===== src/rtl/fx_bus_pkg.sv =====
// fx_bus_pkg: shared types and helpers for the fx register bus controller.
//   fx_state_e   - controller FSM states (IDLE, ACCESS, DONE)
//   FX_ERR_FILL  - all-ones pattern returned on fx_q for an error completion
//   fx_idx_width - width of the slave index field taken from the top address bits
package fx_bus_pkg;

  typedef enum logic [1:0] {
    IDLE   = 2'd0,
    ACCESS = 2'd1,
    DONE   = 2'd2
  } fx_state_e;

  // Wide enough for any supported data width; users slice the low DW bits.
  localparam logic [63:0] FX_ERR_FILL = {64{1'b1}};

  // A single slave still needs one index bit so an index of 1 reads as unmapped.
  function automatic int fx_idx_width(input int nslv);
    if (nslv <= 1) begin
      return 1;
    end else begin
      return $clog2(nslv);
    end
  endfunction

endpackage


===== src/rtl/fx_bus_if.sv =====
// fx_bus_if: master-side handshake of the fx register bus.
//   fx_req/fx_wr/fx_addr/fx_data - request from the control master
//   fx_q/fx_ack/fx_err/fx_busy   - completion and status back to the master
// The master modport is the requester's view; the slave modport is the controller's view.
interface fx_bus_if #(
  parameter int DW = 8,
  parameter int AW = 8
);

  logic          fx_req;
  logic          fx_wr;
  logic [AW-1:0] fx_addr;
  logic [DW-1:0] fx_data;
  logic [DW-1:0] fx_q;
  logic          fx_ack;
  logic          fx_err;
  logic          fx_busy;

  modport master (
    output fx_req, fx_wr, fx_addr, fx_data,
    input  fx_q, fx_ack, fx_err, fx_busy
  );

  modport slave (
    input  fx_req, fx_wr, fx_addr, fx_data,
    output fx_q, fx_ack, fx_err, fx_busy
  );

endinterface


===== src/rtl/fx_bus_tmo.sv =====
// fx_bus_tmo: access timeout counter.
//   clk_sys - system clock
//   rst     - synchronous active-high reset
//   clr     - force count to zero (held while not accessing a slave)
//   en      - advance count by one
//   expired - count has reached TMO-1, i.e. this is the last allowed access cycle
module fx_bus_tmo #(
  parameter int TMO = 15
) (
  input  logic clk_sys,
  input  logic rst,
  input  logic clr,
  input  logic en,
  output logic expired
);

  localparam int CW = $clog2(TMO);

  logic [CW-1:0] cnt_d;
  logic [CW-1:0] cnt_q;

  // Next count: clear has priority over enable.
  always_comb begin
    cnt_d = cnt_q;
    if (clr) begin
      cnt_d = {CW{1'b0}};
    end else if (en) begin
      cnt_d = cnt_q + CW'(1);
    end else begin
      cnt_d = cnt_q;
    end
  end

  // Count register.
  always_ff @(posedge clk_sys) begin
    if (rst) begin
      cnt_q <= {CW{1'b0}};
    end else begin
      cnt_q <= cnt_d;
    end
  end

  assign expired = (cnt_q == CW'(TMO - 1));

endmodule


===== src/rtl/fx_bus_ctl.sv =====
// fx_bus_ctl: registered single-master / NSLV-slave transaction controller.
//   clk_sys, rst - clock and synchronous active-high reset
//   bus          - master handshake (fx_req/wr/addr/data in; fx_q/ack/err/busy out)
//   slv_req      - one-hot request to the addressed slave
//   slv_wr/slv_addr/slv_data - latched transaction fields, stable while accessing
//   slv_q/slv_ack - per-slave read data (slave i at [i*DW +: DW]) and acknowledge
// The slave index is the top SW address bits. Every output is a flop, so there is
// no combinational path from slv_q or slv_ack to the master side.
module fx_bus_ctl
  import fx_bus_pkg::*;
#(
  parameter int NSLV = 4,
  parameter int DW   = 8,
  parameter int AW   = 8,
  parameter int TMO  = 15,
  localparam int SW  = fx_idx_width(NSLV)
) (
  input  logic               clk_sys,
  input  logic               rst,
  fx_bus_if.slave            bus,
  output logic [NSLV-1:0]    slv_req,
  output logic               slv_wr,
  output logic [AW-SW-1:0]   slv_addr,
  output logic [DW-1:0]      slv_data,
  input  logic [NSLV*DW-1:0] slv_q,
  input  logic [NSLV-1:0]    slv_ack
);

  fx_state_e        state_d, state_q;
  logic [SW-1:0]    idx_d, idx_q;
  logic             wr_d, wr_q;
  logic [AW-SW-1:0] addr_d, addr_q;
  logic [DW-1:0]    data_d, data_q;
  logic [DW-1:0]    q_d, q_q;
  logic             ack_d, ack_q;
  logic             err_d, err_q;
  logic             busy_d, busy_q;
  logic [NSLV-1:0]  req_d, req_q;

  logic [SW-1:0]    idx_in;
  logic             mapped;
  logic             sel_ack;
  logic [DW-1:0]    sel_q;
  logic             tmo_clr, tmo_en, tmo_exp;

  assign idx_in = bus.fx_addr[AW-1 -: SW];
  // Extra bit so NSLV itself is representable when NSLV is a power of two.
  assign mapped = ({1'b0, idx_in} < (SW+1)'(NSLV));

  fx_bus_tmo #(.TMO(TMO)) u_tmo (
    .clk_sys (clk_sys),
    .rst     (rst),
    .clr     (tmo_clr),
    .en      (tmo_en),
    .expired (tmo_exp)
  );

  // Pick the latched slave's acknowledge and read data; other slaves are masked out.
  always_comb begin
    sel_ack = 1'b0;
    sel_q   = {DW{1'b0}};
    for (int i = 0; i < NSLV; i++) begin
      sel_ack = sel_ack | (slv_ack[i] & (idx_q == SW'(i)));
      sel_q   = sel_q | (slv_q[i*DW +: DW] & {DW{idx_q == SW'(i)}});
    end
  end

  // Transaction sequencing and next values of every registered output.
  always_comb begin
    state_d = state_q;
    idx_d   = idx_q;
    wr_d    = wr_q;
    addr_d  = addr_q;
    data_d  = data_q;
    q_d     = q_q;
    ack_d   = 1'b0;
    err_d   = 1'b0;
    tmo_clr = 1'b1;
    tmo_en  = 1'b0;
    case (state_q)
      IDLE: begin
        if (bus.fx_req) begin
          idx_d  = idx_in;
          wr_d   = bus.fx_wr;
          addr_d = bus.fx_addr[AW-SW-1:0];
          data_d = bus.fx_data;
          if (mapped) begin
            state_d = ACCESS;
          end else begin
            state_d = DONE;
            ack_d   = 1'b1;
            err_d   = 1'b1;
            q_d     = FX_ERR_FILL[DW-1:0];
          end
        end else begin
          state_d = IDLE;
        end
      end
      ACCESS: begin
        tmo_clr = 1'b0;
        // An acknowledge on the final allowed cycle still counts as success.
        if (sel_ack) begin
          state_d = DONE;
          ack_d   = 1'b1;
          q_d     = wr_q ? q_q : sel_q;
        end else if (tmo_exp) begin
          state_d = DONE;
          ack_d   = 1'b1;
          err_d   = 1'b1;
          q_d     = FX_ERR_FILL[DW-1:0];
        end else begin
          tmo_en  = 1'b1;
        end
      end
      DONE: begin
        state_d = IDLE;
      end
      default: begin
        state_d = IDLE;
      end
    endcase

    busy_d = (state_d != IDLE);
    req_d  = {NSLV{1'b0}};
    for (int i = 0; i < NSLV; i++) begin
      req_d[i] = (state_d == ACCESS) & (idx_d == SW'(i));
    end
  end

  // State and output registers.
  always_ff @(posedge clk_sys) begin
    if (rst) begin
      state_q <= IDLE;
      idx_q   <= {SW{1'b0}};
      wr_q    <= 1'b0;
      addr_q  <= {(AW-SW){1'b0}};
      data_q  <= {DW{1'b0}};
      q_q     <= {DW{1'b0}};
      ack_q   <= 1'b0;
      err_q   <= 1'b0;
      busy_q  <= 1'b0;
      req_q   <= {NSLV{1'b0}};
    end else begin
      state_q <= state_d;
      idx_q   <= idx_d;
      wr_q    <= wr_d;
      addr_q  <= addr_d;
      data_q  <= data_d;
      q_q     <= q_d;
      ack_q   <= ack_d;
      err_q   <= err_d;
      busy_q  <= busy_d;
      req_q   <= req_d;
    end
  end

  assign bus.fx_q    = q_q;
  assign bus.fx_ack  = ack_q;
  assign bus.fx_err  = err_q;
  assign bus.fx_busy = busy_q;
  assign slv_req     = req_q;
  assign slv_wr      = wr_q;
  assign slv_addr    = addr_q;
  assign slv_data    = data_q;

endmodule

===== src/flat_wrapper.sv =====
// flat-port wrapper written by rule: the top's interface ports become plain ports
module fx_bus_ctl_flat import fx_bus_pkg::*;
#(
  parameter int NSLV = 4,
  parameter int DW   = 8,
  parameter int AW   = 8,
  parameter int TMO  = 15,
  localparam int SW  = fx_idx_width(NSLV)
)
  (clk_sys, rst, slv_req, slv_wr, slv_addr, slv_data, slv_q, slv_ack, bus_fx_req, bus_fx_wr, bus_fx_addr, bus_fx_data, bus_fx_q, bus_fx_ack, bus_fx_err, bus_fx_busy);
  fx_bus_if #(.DW(DW), .AW(AW)) bus_i ();
  input  logic clk_sys;
  input  logic rst;
  output logic [NSLV-1:0] slv_req;
  output logic slv_wr;
  output logic [AW-SW-1:0] slv_addr;
  output logic [DW-1:0] slv_data;
  input  logic [NSLV*DW-1:0] slv_q;
  input  logic [NSLV-1:0] slv_ack;
  input wire logic [$bits(bus_i.fx_req)-1:0] bus_fx_req;
  input wire logic [$bits(bus_i.fx_wr)-1:0] bus_fx_wr;
  input wire logic [$bits(bus_i.fx_addr)-1:0] bus_fx_addr;
  input wire logic [$bits(bus_i.fx_data)-1:0] bus_fx_data;
  output wire logic [$bits(bus_i.fx_q)-1:0] bus_fx_q;
  output wire logic [$bits(bus_i.fx_ack)-1:0] bus_fx_ack;
  output wire logic [$bits(bus_i.fx_err)-1:0] bus_fx_err;
  output wire logic [$bits(bus_i.fx_busy)-1:0] bus_fx_busy;
  assign bus_i.fx_req = bus_fx_req;
  assign bus_i.fx_wr = bus_fx_wr;
  assign bus_i.fx_addr = bus_fx_addr;
  assign bus_i.fx_data = bus_fx_data;
  assign bus_fx_q = bus_i.fx_q;
  assign bus_fx_ack = bus_i.fx_ack;
  assign bus_fx_err = bus_i.fx_err;
  assign bus_fx_busy = bus_i.fx_busy;
  fx_bus_ctl #(.NSLV(NSLV), .DW(DW), .AW(AW), .TMO(TMO)) u_core (.clk_sys(clk_sys), .rst(rst), .bus(bus_i), .slv_req(slv_req), .slv_wr(slv_wr), .slv_addr(slv_addr), .slv_data(slv_data), .slv_q(slv_q), .slv_ack(slv_ack));
endmodule

===== config.mk =====
export PLATFORM = sky130hd
export DESIGN_NAME = fx_bus_ctl_flat
export DESIGN_NICKNAME = d
export VERILOG_FILES = /design/src/rtl/fx_bus_pkg.sv /design/src/rtl/fx_bus_if.sv /design/src/rtl/fx_bus_tmo.sv /design/src/rtl/fx_bus_ctl.sv /design/src/flat_wrapper.sv
export SDC_FILE = /design/constraint.sdc
export NUM_CORES = 1
export LEC_CHECK = 0
export ABC_AREA = 0
export CAP_MARGIN = 15
export CORE_ASPECT_RATIO = 2
export CORE_MARGIN = 2
export CORE_UTILIZATION = 41
export CTS_CLUSTER_DIAMETER = 120
export DETAILED_ROUTE_END_ITERATION = 10
export PLACE_DENSITY = 0.86
export SYNTH_ARGS = -nofsm -noshare
export SYNTH_HDL_FRONTEND = slang
export SYNTH_SLANG_ARGS = --single-unit

===== constraint.sdc =====
create_clock -name clk_sys -period 2.3 [get_ports clk_sys]
set_clock_uncertainty 0.05 [all_clocks]
set_input_delay 0.46 -clock clk_sys [delete_from_list [all_inputs] [get_ports clk_sys]]
set_output_delay 0.46 -clock clk_sys [all_outputs]
set_load 0.005 [all_outputs]

==> impl_metrics.toml <==
[setup_path]
worst-path-buf-inv = 1
path_depth = 4
reg2reg_depth = 3
end_kind = "flip-flop"
arrival_ns = 2.17
cp_top_family = "multiplexers"
crit_chain = "clkdlybuf4s50_1 > mux4_2 > mux2_4 > a2111oi_2"
cpPeakStageDelay_ns = 0.52
cp.required_ns = 2.44
criticalPathCategory = "input port to flip-flop"
worst-path-max-fanout = 8
critPathSlowestCell = "mux4_2"
critPathLaunchType = "input port"

[die]
die_w_microns = 51.4
rows = 34
initial_core_util = 0.425
core-area_sq_mm = 0.00434
dieArea_sq_mm = 0.00508
ios = 86
die_height_microns = 98.9

[global_routing]
grt_pass1_vias = 1812
antenna_found_initial = 0
grt_usage = 0.215
grt_pass1_wl_microns = 8220
grt_max_degree = 28
gr-total-overflow = 0

[yosys]
syn_nets = 249
synth_top_area_frac = 0.412
synthMuxAreaShare = 0.124
post_synth_num_cell_types = 28
synthArstFlopShare = 0
synth_fa_ha_area_frac = 0.0136
synth_edf_count = 0
synth_area_per_cell_sq_um = 9.66
yosysTopAreaCell = "dfxtp_1"
synth_simple_gate_area_frac = 0.217
synth_ff_type = "dfxtp_1"
synthTopCellsByArea = "dfxtp_1, mux4_2, nand2_1"
synth-xor-area-share = 0
synth_compound_area_frac = 0.167
synth_cells = 191
ys_seq_area_frac = 0.412
synth_area_sq_mm = 0.00184
synth_top_family_by_area = "simple AND/OR/NAND/NOR gates"
yosys_warnings = 0
ys_ff_latch = 38

[finish]
final_cells = 332
finish.utilization = 0.670
drive_gt1_frac = 0.173
diodes = 0
final_nets = 335
area_growth_pct = 57.5

[clock_network]
hold_buffers = 0
postCtsSetupRepairBufs = 0
cts.path.max_buffers = 2
clkTransAtPathRegs_ns = 0.08
cts_tree = "yes"
numCtsBuffers = 5
root_buffer = "clkbuf_8"
clkSinkCount = 38
postCtsResizedCells = 0
insertion_delay_ns = 0.29
htree_num_levels = 2

[place]
hpwl_microns = 4160
dp.cells = 324
port_buffers = 85
globalplace.congestion = 0.766

[sta]
fmax_mhz = 492
finalCritPeriodShare = 0.884
drv_slew = 0
finalSetupTns_ns = 0
slew_headroom = 0.596
tightest_slew_ns = 0.605
rsz0062_at_grt = "false"
setup_violations = 0
fin_crit_ns = 2.03
hold_ws_ns = 0.403
hold_viol = 0

[detailed_routing]
via_count = 1721
route.met2.wl_microns = 2960
routed_wl_microns = 5220
met1_length_microns = 1750
top_layer_used = "met4"
routedWlPerCell_microns = 15.7
drt_pass1_iterations = 4
drtIter0Drc = 33
vias_per_cell = 5.18
drc = 0
final_antenna_net_count = 0
wl_met3_microns = 265

[outcome]
status = "complete, no violations"

[run]
cap_violations = 0

[min_path]
hp-class = "flip-flop to flip-flop"
hold_depth = 2

[pwr]
power_density_mw_per_mm2 = 632
p_leak_nw = 1.01
ir_worst_vdd_v = 0.000688
-- routing by layer --
layer,track usage,vias up
met5,0,-
met4,0.128,0
met3,0.0470,19
met2,0.389,69
met1,0.213,796
li1,-,837
-- cell usage after synthesis (2+ instances only) --
library cell  instances
nor3b_2               5
buf_2                 4
mux4_1                3
clkbuf_1              9
nand2_1              34
buf_6                 2
a21oi_2               4
mux4_2                6
ha_1                  2
or3_1                 6
o31ai_1               2
inv_1                10
a2111oi_2             8
or3b_2                3
nor3b_1               4
nand3_1               4
nor2_1               13
dfxtp_1              38
a21oi_1              21
nand3b_1              4
o21ai_1               2
-- area by class of cell --
cell class / count / area (sq um)
Clock buffer: 6 / 82.6
Inverter: 11 / 41.3
Multi-Input combinational cell: 126 / 967
Fill cell: 367 / 1430
Timing Repair Buffer: 95 / 926
Clock inverter: 2 / 60.1
Tap cell: 54 / 67.6
Sequential cell: 38 / 761
-- stage by stage --
step / instance area [sq um] / power [mW] / worst slack (ns)
final: 2910 / 1.83 / 0.267
after detailed placement: 2760 / 1.15 / -0.0429
after floorplan: 1840 / 0.938 / 0.418
after CTS: 2910 / 1.85 / 0.271
after global routing: 2910 / 1.91 / 0.237
after global placement: 2760 / 1.14 / 0.0495
-- power by group --
group          switching (mW)  leakage (nW)  total, mW  internal, mW
clock network           0.240        0.0714      0.703         0.463
logic                   0.166         0.630      0.406         0.240
registers              0.0281         0.310      0.726         0.698
total                   0.434          1.01       1.83          1.40
-- logic make-up (layout without fill, tap and decap cells) --
| logic type | Yosys count | after routing |
|---|---|---|
| AND/OR/NAND/NOR | 76 | 76 |
| AO/OA/AOI/OAI | 38 | 38 |
| adder cells (fa/ha/maj) | 2 | 2 |
| flip-flops | 38 | 38 |
| multiplexers | 10 | 10 |
| buffers and inverters | 27 | 114 |
-- worst register-to-register path, cell delays in order (launching register included) --
cell,delay (ns)
dfxtp_1,0.37
mux4_2,0.56
mux2_4,0.40
a2111oi_2,0.39
-- placed cells by master (no fill, tap or decap) --
cell type,Yosys,layout
nand2_1,34,34
ha_1,2,2
clkbuf_8,0,6
nor2_1,13,13
nor3b_1,4,3
o21ai_1,2,2
dfxtp_1,38,38
nor3_1,1,1
and3_1,1,1
or3b_2,3,3
mux4_1,3,3
mux2_4,1,1
nand3b_1,4,4
inv_2,1,1
inv_1,10,10
or3_1,6,6
clkdlybuf4s50_1,0,85
mux4_2,6,6
bufinv_16,0,2
buf_4,0,10
o31ai_1,2,2
a21oi_1,21,21
nor3b_2,5,6
o32a_4,1,1
a2111oi_2,8,8
a21oi_2,4,4
nand3_1,4,4
nor2b_1,1,1
-- sequential cells by signal, indices dropped and copies added, names as in the netlist --
name	cells
u_core.idx_q	2
u_core.bus.fx_err	1
u_core.slv_data	8
u_core.u_tmo.cnt_q	4
u_core.slv_wr	1
u_core.bus.fx_busy	1
u_core.state_q	2
u_core.slv_req	4
u_core.bus.fx_q	8
u_core.slv_addr	6
u_core.bus.fx_ack	1
-- path summary, 6_finish.rpt --
kind | from | endpoint | slack, ns
worst max-delay path | slv_ack[3] | u_core.bus.fx_q[3] | 0.27
worst min register to register | u_core.slv_data[0] | u_core.slv_data[0] | 0.40
worst min-delay path | u_core.slv_data[0] | u_core.slv_data[0] | 0.40
worst max register to register | u_core.idx_q[1] | u_core.bus.fx_q[3] | 0.44
Note: power is estimated with default switching activity, not from simulation.
